**src/rtl/seq_detector_pkg.sv**
```systemverilog
// Shared definitions for the 1101 serial pattern detector: state encoding and
// the reference pattern used by bench models.
package seq_detector_pkg;

    typedef enum logic [2:0] {
        IDLE = 3'd0,
        S1   = 3'd1,
        S11  = 3'd2,
        S110 = 3'd3,
        DET  = 3'd4
    } state_t;

    localparam logic [3:0] PATTERN = 4'b1101;

endpackage

```
**src/rtl/seq_detector.sv**
```systemverilog
// Moore detector for serial pattern 1101 (oldest first), overlapping hits allowed.
// Latency: z rises on the edge that samples the final '1', high for one cycle.
// Backpressure: none; w is sampled every cycle and z cannot be stalled.
module seq_detector
    import seq_detector_pkg::*;
(
    input  logic clk,
    input  logic rst_n,
    input  logic w,
    output logic z
);

    state_t state_q;
    state_t state_d;

    always_ff @(posedge clk or negedge rst_n) begin
        if (!rst_n) begin
            state_q <= IDLE;
        end else begin
            state_q <= state_d;
        end
    end

    // States track the longest received suffix that is a prefix of 1101.
    always_comb begin
        state_d = IDLE;
        case (state_q)
            IDLE:    state_d = w ? S1  : IDLE;
            S1:      state_d = w ? S11 : IDLE;
            S11:     state_d = w ? S11 : S110;
            S110:    state_d = w ? DET : IDLE;
            DET:     state_d = w ? S11 : IDLE;
            // Unused codes fall back to IDLE so a corrupted register self-heals.
            default: state_d = IDLE;
        endcase
    end

    assign z = (state_q == DET);

endmodule

```
**config.mk**
```make
export PLATFORM = sky130hd
export DESIGN_NAME = seq_detector
export DESIGN_NICKNAME = d
export VERILOG_FILES = /design/src/rtl/seq_detector_pkg.sv /design/src/rtl/seq_detector.sv
export SDC_FILE = /design/constraint.sdc
export NUM_CORES = 1
export LEC_CHECK = 0
export BUFFER_PORTS_ARGS = -buffer_cell sky130_fd_sc_hd__buf_2
export CORE_AREA = 2 2 39 41
export DETAILED_ROUTE_END_ITERATION = 7
export DIE_AREA = 0 0 41 43
export HOLD_SLACK_MARGIN = 0.12
export MAX_ROUTING_LAYER = met4
export PLACE_DENSITY = 0.38
export REMOVE_ABC_BUFFERS = 1
export SLEW_MARGIN = 20
export SYNTH_ARGS = -nofsm -noshare
export SYNTH_HDL_FRONTEND = slang
export SYNTH_SLANG_ARGS = --single-unit
```
**constraint.sdc**
```tcl
create_clock -name clk -period 1 [get_ports clk]
set_input_delay 0.2 -clock clk [delete_from_list [all_inputs] [get_ports clk]]
set_output_delay 0.2 -clock clk [all_outputs]
set_load 0.02 [all_outputs]
```
==> out/results.txt <==
Largest Register: state_q
largest family of logic cells by synthesized area: simple AND/OR/NAND/NOR gates
fin area: 267 um2
Antenna Cells: 0
final clock period utilization by the worst path: 1.17
Setup crit end: state_q[1]
Yosys warnings: 0
# rows: 14
final wirelength: 377 um
Logic pwr share: 0.374
first-pass GRT wire length: 662 um
Setup violations, final: 4
M1 GR Usage: 0.0774
H-tree depth: 1
Synth Area in XOR/XNOR: 0.0598
Tmin final: 1170 ps
pin count of the biggest net entering global routing: 6
Slew @ Worst Pin: 155 ps
VDD IR max: 0.000649 V
pre-CTS WS: -79.9 ps
Clock Path Buffers: 2
busiest layer in global routing: met1
critical path fanouts, max: 4
Seq cells post-synth: 3
Slowest-stage cell, CP: dfrtp_1
Avg Inst Size Synth: 13.3 um2
gr ovfl total: 0
status: finished with violations
number of placed I/O pins: 4
critical path arrival: 1280 ps
power share of the clock group: 0.318
Slew headroom: 0.896
synthesized cell area: 146 um2
Die Area: 1760 um2
TritonRoute pass-1 iters: 1
Routed Antenna Nets: 0
Cell Area, Placed: 189 um2
worst-skew pair later-pin latency: 230 ps
worst setup path startpoint: state_q[2]
final hold violations: 0
cell leakage power: 0.128 nW
internal power: 0.000476 W
P_sw: 0.000190 W
Adder-Cell Fraction of Synth Area: 0
IO Port Bufs: 3
CP endpoint kind: register
Core Area: 1380 um2
Final Max Slew Viols: 0
nets: 28
RSZ-0062 raised after global routing: yes
met3 Use GR: 0.0209
worst-case reg-to-reg path depth: 3
clock sink count: 3
drt drc: 0
Startpoint Class: register
vias per cell: 3.65
critical setup path kind: register to register
vias in the first global route: 170
die height: 43 um
Filler cells: 155
starting density of the core: 0.106
chip width: 41 um
Layout Skew: 3.66 ps
Sequential Power Share: 0.308
worst setup margin: -172 ps
Pwr per Cell Area: 2500 nW/um2
GRT met2 Usage: 0.0625
area grow syn2layout: 82.1%
failing checks: negative setup slack
Num CTS Buffers: 3
Worst Path Required: 1100 ps
crit path buf inv count: 1
routed vias: 146
worst r2r dst: state_q[1]
RD Place Congestion: 0.610
max cap viols: 0
post-synthesis sequential area ratio: 0.513
Max Freq: 853 MHz
Initial DRC Count: 0
compound-cell area share of the yosys netlist: 0
max FFs per register: 3
top flop regs: state_q x3
Tot GR Track Use: 0.0587
worst-path cell chain: buf_4 -> and4bb_2 -> or3_1
Crit path depth: 3
FF-to-FF setup slack: -170 ps
Hold/Removal Path Class: primary input to asynchronous set/reset pin
root cell of the clock tree: clkbuf_4
CP peak stage delay: 400 ps
Reg clk slew, reported paths: 40 ps
initial antenna violation count: 0
reg2reg start: state_q[2]
routed len/inst: 9.43 um
layout cells sized above 1: 0.583
CTS tree: done
Sw Ratio: 0.285
mux contribution to synthesized area: 0
Cells after Synth: 11
final core utilization: 0.193
post-synth cell types: 8
CP top delay family: simple AND/OR/NAND/NOR gates
post-synthesis simple-gate area fraction: 0.427
## metal layers
metal | wire [um] | vias to the layer above
met5 | 0 | -
met4 | 8 | 0
met3 | 25 | 2
met2 | 150 | 8
met1 | 193 | 68
li1 | - | 68
## what timing repair did
item,4_1_cts,5_1_grt
endpoints found under the setup margin,2,4
hold buffers,1,0
buffers inserted,4,0
endpoints found under the hold margin,3,0
pin swaps,1,0
resized for setup,3,0
## through the flow
step	cells	power (W)	hold slack, ps	setup TNS, ps
3_3_place_gp	31	0.000341	-6.15	-56.6
6_report	40	0.000666	286	-349
2_1_floorplan	11	0.000292	-95.6	-184
4_1_cts	40	0.000678	266	-365
3_5_place_dp	31	0.000352	-1.28	-79.9
5_1_grt	40	0.000730	299	-583
## area by class of cell
cell class / instances / area, um2 / area share
Clock buffer: 4 / 26.3 / 0.0986
Sequential cell: 3 / 75.1 / 0.282
Tap cell: 16 / 20.0 / 0.0751
Multi-Input combinational cell: 8 / 76.3 / 0.286
Timing Repair Buffer: 9 / 68.8 / 0.258
## worst min-delay path by stage
stage,startpoint,endpoint,slack (ps),cells past startpoint
6_report,rst_n,state_q[0],290,2
4_1_cts,w,state_q[0],270,3
3_5_place_dp,rst_n,state_q[2],-1,1
5_1_grt,w,state_q[0],300,3
3_3_place_gp,rst_n,state_q[0],-6,1
2_1_floorplan,rst_n,state_q[0],-100,0
## cell usage after synthesis
master    n  area [um2]
dfrtp_1   3        75.1
nor3b_1   2        15.0
and4b_2   1        11.3
and4bb_1  1        12.5
and4bb_2  1        12.5
nor3_1    1        5.00
or3_1     1        6.26
xnor2_1   1        8.76
## layout by cell type, fill, tap and decap left out
| master | count |
|---|---|
| and4b_2 | 1 |
| and4bb_1 | 1 |
| and4bb_2 | 1 |
| buf_2 | 2 |
| buf_4 | 5 |
| buf_6 | 1 |
| clkbuf_1 | 1 |
| clkbuf_4 | 3 |
| dfrtp_1 | 3 |
| dlygate4sd3_1 | 1 |
| nor3_1 | 1 |
| nor3b_1 | 1 |
| nor3b_2 | 1 |
| or3_1 | 1 |
| xnor2_1 | 1 |
## cells by family (layout without fill, tap and decap cells)
family / Yosys count / after routing
and+or+nand+nor: 7 / 7
DFF: 3 / 3
xor gates and xnor gates: 1 / 1
buffers and inverters: 0 / 13
## power by group through the flow
| stage | Clock, W | Sequential, W | Combinational (W) |
|---|---|---|---|
| after floorplan | 0 | 0.000206 | 0.0000868 |
| after global placement | 0 | 0.000211 | 0.000130 |
| after detailed placement | 0 | 0.000213 | 0.000139 |
| after CTS | 0.000229 | 0.000203 | 0.000246 |
| after global routing | 0.000242 | 0.000212 | 0.000276 |
| final | 0.000212 | 0.000205 | 0.000249 |
(Power assumes the default switching activity.)
